==> src/rtl/ysyx_22050598_exu_muldiv_ctrl.sv <==
// ysyx_22050598_exu_muldiv_ctrl: sequences one mul/div op through the iterative unit, with flush and a hang watchdog
module ysyx_22050598_exu_muldiv_ctrl #(
  parameter int XLEN           = 64,
  parameter int TIMEOUT_CYCLES = 128,
  parameter int CNT_W          = 8
) (
  input  logic            clk,
  input  logic            rst,
  input  logic            ex_valid,
  input  logic            ex_is_mul,
  input  logic            ex_is_div,
  input  logic [1:0]      ex_res_sel,
  input  logic            ex_muldivw,
  input  logic [1:0]      ex_mul_signed,
  input  logic            ex_div_signed,
  input  logic [XLEN-1:0] ex_op_a,
  input  logic [XLEN-1:0] ex_op_b,
  input  logic            flush,
  input  logic            wb_ready,
  input  logic            md_ready,
  input  logic            md_out_valid,
  input  logic [XLEN-1:0] md_result_hi,
  input  logic [XLEN-1:0] md_result_lo,
  input  logic [XLEN-1:0] md_quotient,
  input  logic [XLEN-1:0] md_remainder,
  output logic            md_mul_valid,
  output logic            md_div_valid,
  output logic            md_flush,
  output logic            md_muldivw,
  output logic [1:0]      md_mul_signed,
  output logic            md_div_signed,
  output logic [XLEN-1:0] md_rs1,
  output logic [XLEN-1:0] md_rs2,
  output logic            ex_stall,
  output logic            res_valid,
  output logic [XLEN-1:0] res_data,
  output logic            busy,
  output logic            timeout_err
);
  typedef enum logic [1:0] {IDLE, ISSUE, WAIT, DONE} state_t;
  state_t state_q, state_d;
  logic is_mul_q, is_mul_d, muldivw_q, muldivw_d, div_signed_q, div_signed_d, timeout_q, timeout_d;
  logic [1:0] res_sel_q, res_sel_d, mul_signed_q, mul_signed_d;
  logic [XLEN-1:0] rs1_q, rs1_d, rs2_q, rs2_d, res_q, res_d, sel_raw, sel_ext;
  logic [CNT_W-1:0] cnt_q, cnt_d;
  logic accept, wd_fire;
  // next-state, latch updates and all combinational outputs
  always_comb begin
    accept = state_q == IDLE && ex_valid && (ex_is_mul || ex_is_div) && !flush;
    sel_raw = res_sel_q == 2'b00 ? md_result_lo : res_sel_q == 2'b01 ? md_result_hi :
              res_sel_q == 2'b10 ? md_quotient : md_remainder;
    sel_ext = muldivw_q ? {{(XLEN-32){sel_raw[31]}}, sel_raw[31:0]} : sel_raw;
    wd_fire = !rst && state_q == WAIT && cnt_q == CNT_W'(TIMEOUT_CYCLES-1) && !md_out_valid && !flush;
    state_d = state_q;
    is_mul_d = is_mul_q;
    res_sel_d = res_sel_q;
    muldivw_d = muldivw_q;
    mul_signed_d = mul_signed_q;
    div_signed_d = div_signed_q;
    rs1_d = rs1_q;
    rs2_d = rs2_q;
    cnt_d = cnt_q;
    res_d = res_q;
    timeout_d = timeout_q;
    case (state_q)
      IDLE: if (accept) begin
        state_d = ISSUE;
        is_mul_d = ex_is_mul;
        res_sel_d = ex_res_sel;
        muldivw_d = ex_muldivw;
        mul_signed_d = ex_mul_signed;
        div_signed_d = ex_div_signed;
        rs1_d = ex_op_a;
        rs2_d = ex_op_b;
      end
      ISSUE: begin
        cnt_d = '0;
        state_d = flush ? IDLE : md_ready ? WAIT : ISSUE;
      end
      WAIT: begin
        cnt_d = cnt_q + CNT_W'(1);
        if (flush) begin
          state_d = IDLE;
          cnt_d = '0;
        end else if (md_out_valid) begin
          state_d = DONE;
          cnt_d = '0;
          res_d = sel_ext;
        end else if (wd_fire) begin
          state_d = DONE;
          cnt_d = '0;
          res_d = '1;
          timeout_d = 1'b1;
        end
      end
      default: state_d = (flush || wb_ready) ? IDLE : DONE;
    endcase
    busy = state_q != IDLE;
    md_mul_valid = state_q == ISSUE && is_mul_q && !flush;
    md_div_valid = state_q == ISSUE && !is_mul_q && !flush;
    md_flush = !rst && ((busy && flush) || wd_fire);
    ex_stall = accept || state_q == ISSUE || state_q == WAIT || (state_q == DONE && !wb_ready);
    res_valid = state_q == DONE;
    res_data = res_q;
    md_muldivw = muldivw_q;
    md_mul_signed = mul_signed_q;
    md_div_signed = div_signed_q;
    md_rs1 = rs1_q;
    md_rs2 = rs2_q;
    timeout_err = timeout_q;
  end
  // state and latch registers, cleared by synchronous reset
  always_ff @(posedge clk) begin
    if (rst) begin
      state_q <= IDLE;
      is_mul_q <= 1'b0;
      res_sel_q <= '0;
      muldivw_q <= 1'b0;
      mul_signed_q <= '0;
      div_signed_q <= 1'b0;
      rs1_q <= '0;
      rs2_q <= '0;
      cnt_q <= '0;
      res_q <= '0;
      timeout_q <= 1'b0;
    end else begin
      state_q <= state_d;
      is_mul_q <= is_mul_d;
      res_sel_q <= res_sel_d;
      muldivw_q <= muldivw_d;
      mul_signed_q <= mul_signed_d;
      div_signed_q <= div_signed_d;
      rs1_q <= rs1_d;
      rs2_q <= rs2_d;
      cnt_q <= cnt_d;
      res_q <= res_d;
      timeout_q <= timeout_d;
    end
  end
endmodule
==> config.mk <==
export PLATFORM = sky130hd
export DESIGN_NAME = ysyx_22050598_exu_muldiv_ctrl
export DESIGN_NICKNAME = d
export VERILOG_FILES = /design/src/rtl/ysyx_22050598_exu_muldiv_ctrl.sv
export SDC_FILE = /design/constraint.sdc
export NUM_CORES = 1
export LEC_CHECK = 0
export CORE_AREA = 2 2 234 236
export CTS_CLUSTER_DIAMETER = 80
export DETAILED_ROUTE_END_ITERATION = 12
export DIE_AREA = 0 0 236 238
export MAX_ROUTING_LAYER = met4
export PLACE_DENSITY_LB_ADDON = 0.25
export RECOVER_POWER = 25
export SLEW_MARGIN = 10
export SYNTH_ARGS = -nofsm -noshare
export SYNTH_HDL_FRONTEND = slang
export SYNTH_SLANG_ARGS = --single-unit
==> constraint.sdc <==
create_clock -name clk -period 2 [get_ports clk]
set_input_delay 0.5 -clock clk [delete_from_list [all_inputs] [get_ports clk]]
set_output_delay 0.5 -clock clk [all_outputs]
set_load 0.03 [all_outputs]
==> flow_metrics.env <==
export IMPL_path_max_fanout=3
export IMPL_dpl_worst_slack_ns=-0.367
export IMPL_ys_warn_count=0
export IMPL_clock_path_buffers=3
export IMPL_drt_iter0_drc=384
export IMPL_clk_pin_slew_ns=0.06
export IMPL_fin_area_mm2=0.0176
export IMPL_grt_use_total_pct=14.3
export IMPL_cts_sinks=210
export IMPL_crit_chain="inv_2 > ha_4 > and3b_1 > o21ai_4 > o211ai_1 > buf_4"
export IMPL_synth_edf_count=0
export IMPL_yosysTopAreaCellShare_pct=43.3
export IMPL_holdCritPathClass="in -> reg"
export IMPL_min_period_over_period_pct=112
export IMPL_core_mm2=0.0535
export IMPL_final_cell_count_no_fill=2359
export IMPL_cts_buffers=31
export IMPL_globalRouteOverflowTotal=0
export IMPL_drive_gt1_share_pct=12.2
export IMPL_startpoint="state_q[1]"
export IMPL_hold_viol=0
export IMPL_ctsRootBufferMaster="clkbuf_16"
export IMPL_tightestPinTransition_ns=0.897
export IMPL_rows=85
export IMPL_grt_pass1_vias=9844
export IMPL_yosysTopAreaCell="dfxtp_1"
export IMPL_violations="setup timing"
export IMPL_status="complete, but fails checks"
export IMPL_synth_ff_type="dfxtp_1"
export IMPL_r2r_start="state_q[1]"
export IMPL_ys_seq_area_share_pct=43.3
export IMPL_io_pins=602
export IMPL_reg2regPathDepth=9
export IMPL_dr_pass1_iters=6
export IMPL_htreeDepth=1
export IMPL_synth_async_reset_ratio_pct=0
export IMPL_max_vdd_ir_drop_v=0.000561
export IMPL_synth_cell_types=43
export IMPL_syn_area_mm2=0.00970
export IMPL_reg2reg_to="md_rs2[25]"
export IMPL_drc=0
export IMPL_portBuffers=601
export IMPL_grt_pass1_wl_um=60600
export IMPL_die_h_um=238
export IMPL_end_kind="primary output"
export IMPL_dpl_cell_area_mm2=0.0167
export IMPL_dpl_hpwl_um=31500
export IMPL_start_kind="register"
export IMPL_slowest_delay_ns=0.36
export IMPL_fmax_mhz=445
export IMPL_cp_required_ns=1.50
export IMPL_leakagePower_nw=7.01
export IMPL_fin_ws_ns=-0.245
export IMPL_yosys_top_cells_area="dfxtp_1 (43%), nand2_1 (11%), mux4_1 (10%)"
export IMPL_min_path_cells=4
export IMPL_crit_type="reg -> out"
export IMPL_die_x_um=236
export IMPL_slew_violations=0
export IMPL_fin_crit_ns=2.24
export IMPL_grt_max_degree=136
export IMPL_grt_setup_unrepaired="true"
export IMPL_arrival_ns=1.74
export IMPL_slew_limit_headroom_pct=40.2
export IMPL_cts_hold_fix_buffers=0
export IMPL_synth_avg_cell_area_um2=9.49
export IMPL_die_area_mm2=0.0562
export IMPL_totalWireLength_um=41200
export IMPL_worstSetupEndpoint="ex_stall"
export IMPL_cts_tree="yes"
export IMPL_synthCells=1023
export IMPL_synth_seq_cells=210
export IMPL_worst_path_max_delay_cell="dfxtp_4"
export IMPL_syn_to_final_growth_pct=81.8
export IMPL_synthMostInstantiatedCell="nand2_1"
export IMPL_synth_commonest_cells="nand2_1 (276), dfxtp_1 (210), a21oi_1 (139)"
export IMPL_nets=2043
export IMPL_setup_viol=99
export IMPL_dp_cells=2292
export IMPL_synth_fp_nets=1427
export IMPL_power_density_mw_per_mm2=703
export IMPL_avgViaCountPerCell=4.12
export IMPL_finClkSkew_ns=0.0251
export IMPL_ant_nets=0
export IMPL_place_gp_congestion=0.904
export IMPL_vias=9723
export IMPL_regToRegSetupSlack_ns=-0.14
export IMPL_fin_tns_setup_ns=-8.11
export IMPL_clk_latency_ns=0.57
export IMPL_postLayoutCoreUtil_pct=33.0
export IMPL_initial_core_util_pct=18.1
export IMPL_wire_per_inst_um=17.5
export IMPL_antenna_found_initial=2
export IMPL_drv_cap=0
layout by cell type (no fill, tap or decap), types with 4 or more instances in the layout:
cell / synthesis / routed
dfxtp_1: 210 / 199
a221oi_1: 5 / 5
inv_1: 69 / 67
nor2_1: 47 / 47
clkbuf_16: 0 / 31
buf_4: 5 / 47
buf_6: 11 / 4
dfxtp_2: 0 / 7
nand2_1: 276 / 275
buf_12: 0 / 15
clkbuf_8: 2 / 4
dfxtp_4: 0 / 4
clkbuf_1: 41 / 10
a21oi_1: 139 / 138
dlygate4sd2_1: 0 / 196
clkdlybuf4s50_1: 0 / 396
mux4_1: 38 / 38
xnor2_1: 5 / 5
a211oi_1: 33 / 33
mux4_2: 26 / 26
clkinv_4: 0 / 4
ha_4: 0 / 5
a221oi_2: 27 / 27
nand2b_1: 33 / 33
state kept, by name (all words and copies together) (netlist names), 2 cells and up:
name,flops
md_rs1,64
state_q,2
res_sel_q,2
md_mul_signed,2
cnt_q,8
md_rs2,64
res_data,64
cells by family after synthesis:
logic type	Yosys count	synth area share, %
and+or+nand+nor	370	15.8
adders and majority gates	5	0.645
xor gates and xnor gates	7	0.632
DFF	210	43.3
AOI/OAI and AO/OA	216	15.7
muxes	65	16.4
buffers and inverters	150	7.44
worst min path at each step:
stage                   endpoint  slack [ns]          from
global route          state_q[0]        0.44           rst
finish                state_q[0]        0.45           rst
CTS                   state_q[0]        0.40           rst
detailed placement   res_data[4]        0.44   res_data[4]
global placement    res_data[14]        0.44  res_data[14]
floorplan               cnt_q[7]        0.48      cnt_q[7]
timing repair:
item	4_1_cts	5_1_grt
pin swaps	9	4
setup endpoints to repair	202	9
setup buffers	10	1
resized for setup	235	3
power breakdown:
| group | internal (mW) | switching (mW) |
|---|---|---|
| Sequential | 4.37 | 0.0991 |
| Clock | 3.15 | 2.09 |
| Combinational | 1.43 | 1.27 |
stage by stage:
step	power, mW	hold WS [ns]
after detailed placement	7.36	0.440
after global routing	13.0	0.441
after CTS	12.7	0.403
final	12.4	0.445
after floorplan	5.78	0.476
after global placement	7.33	0.439
cell type report:
type                    count  area, µm²
flip-flops and latches    210       4230
clock buffers              44        865
fillers                  5570      35800
multi-input cells         663       4890
diodes                      1       2.50
inverters                  69        259
repair buffers            664       6410
well taps                 696        871
clock inverters            12        119
metal layers:
layer | vias to the layer above | GRT usage, % | routed length, µm | part of all wire, %
met5 | - | - | 0 | 0
met4 | 0 | 2.90 | 733 | 1.8
met3 | 44 | 2.93 | 2260 | 5.5
met2 | 295 | 24.4 | 20300 | 49
met1 | 4606 | 17.4 | 17900 | 43
li1 | 4778 | - | - | -
worst max-delay path, delay by kind of cell, from the launching register on:
kind            cells  cell delay, ns
simple gates        1            0.22
flops               1            0.36
buf+inv             2            0.27
compound gates      2            0.17
fa+ha+maj           1            0.15
Power figures use the tool's default switching activity.
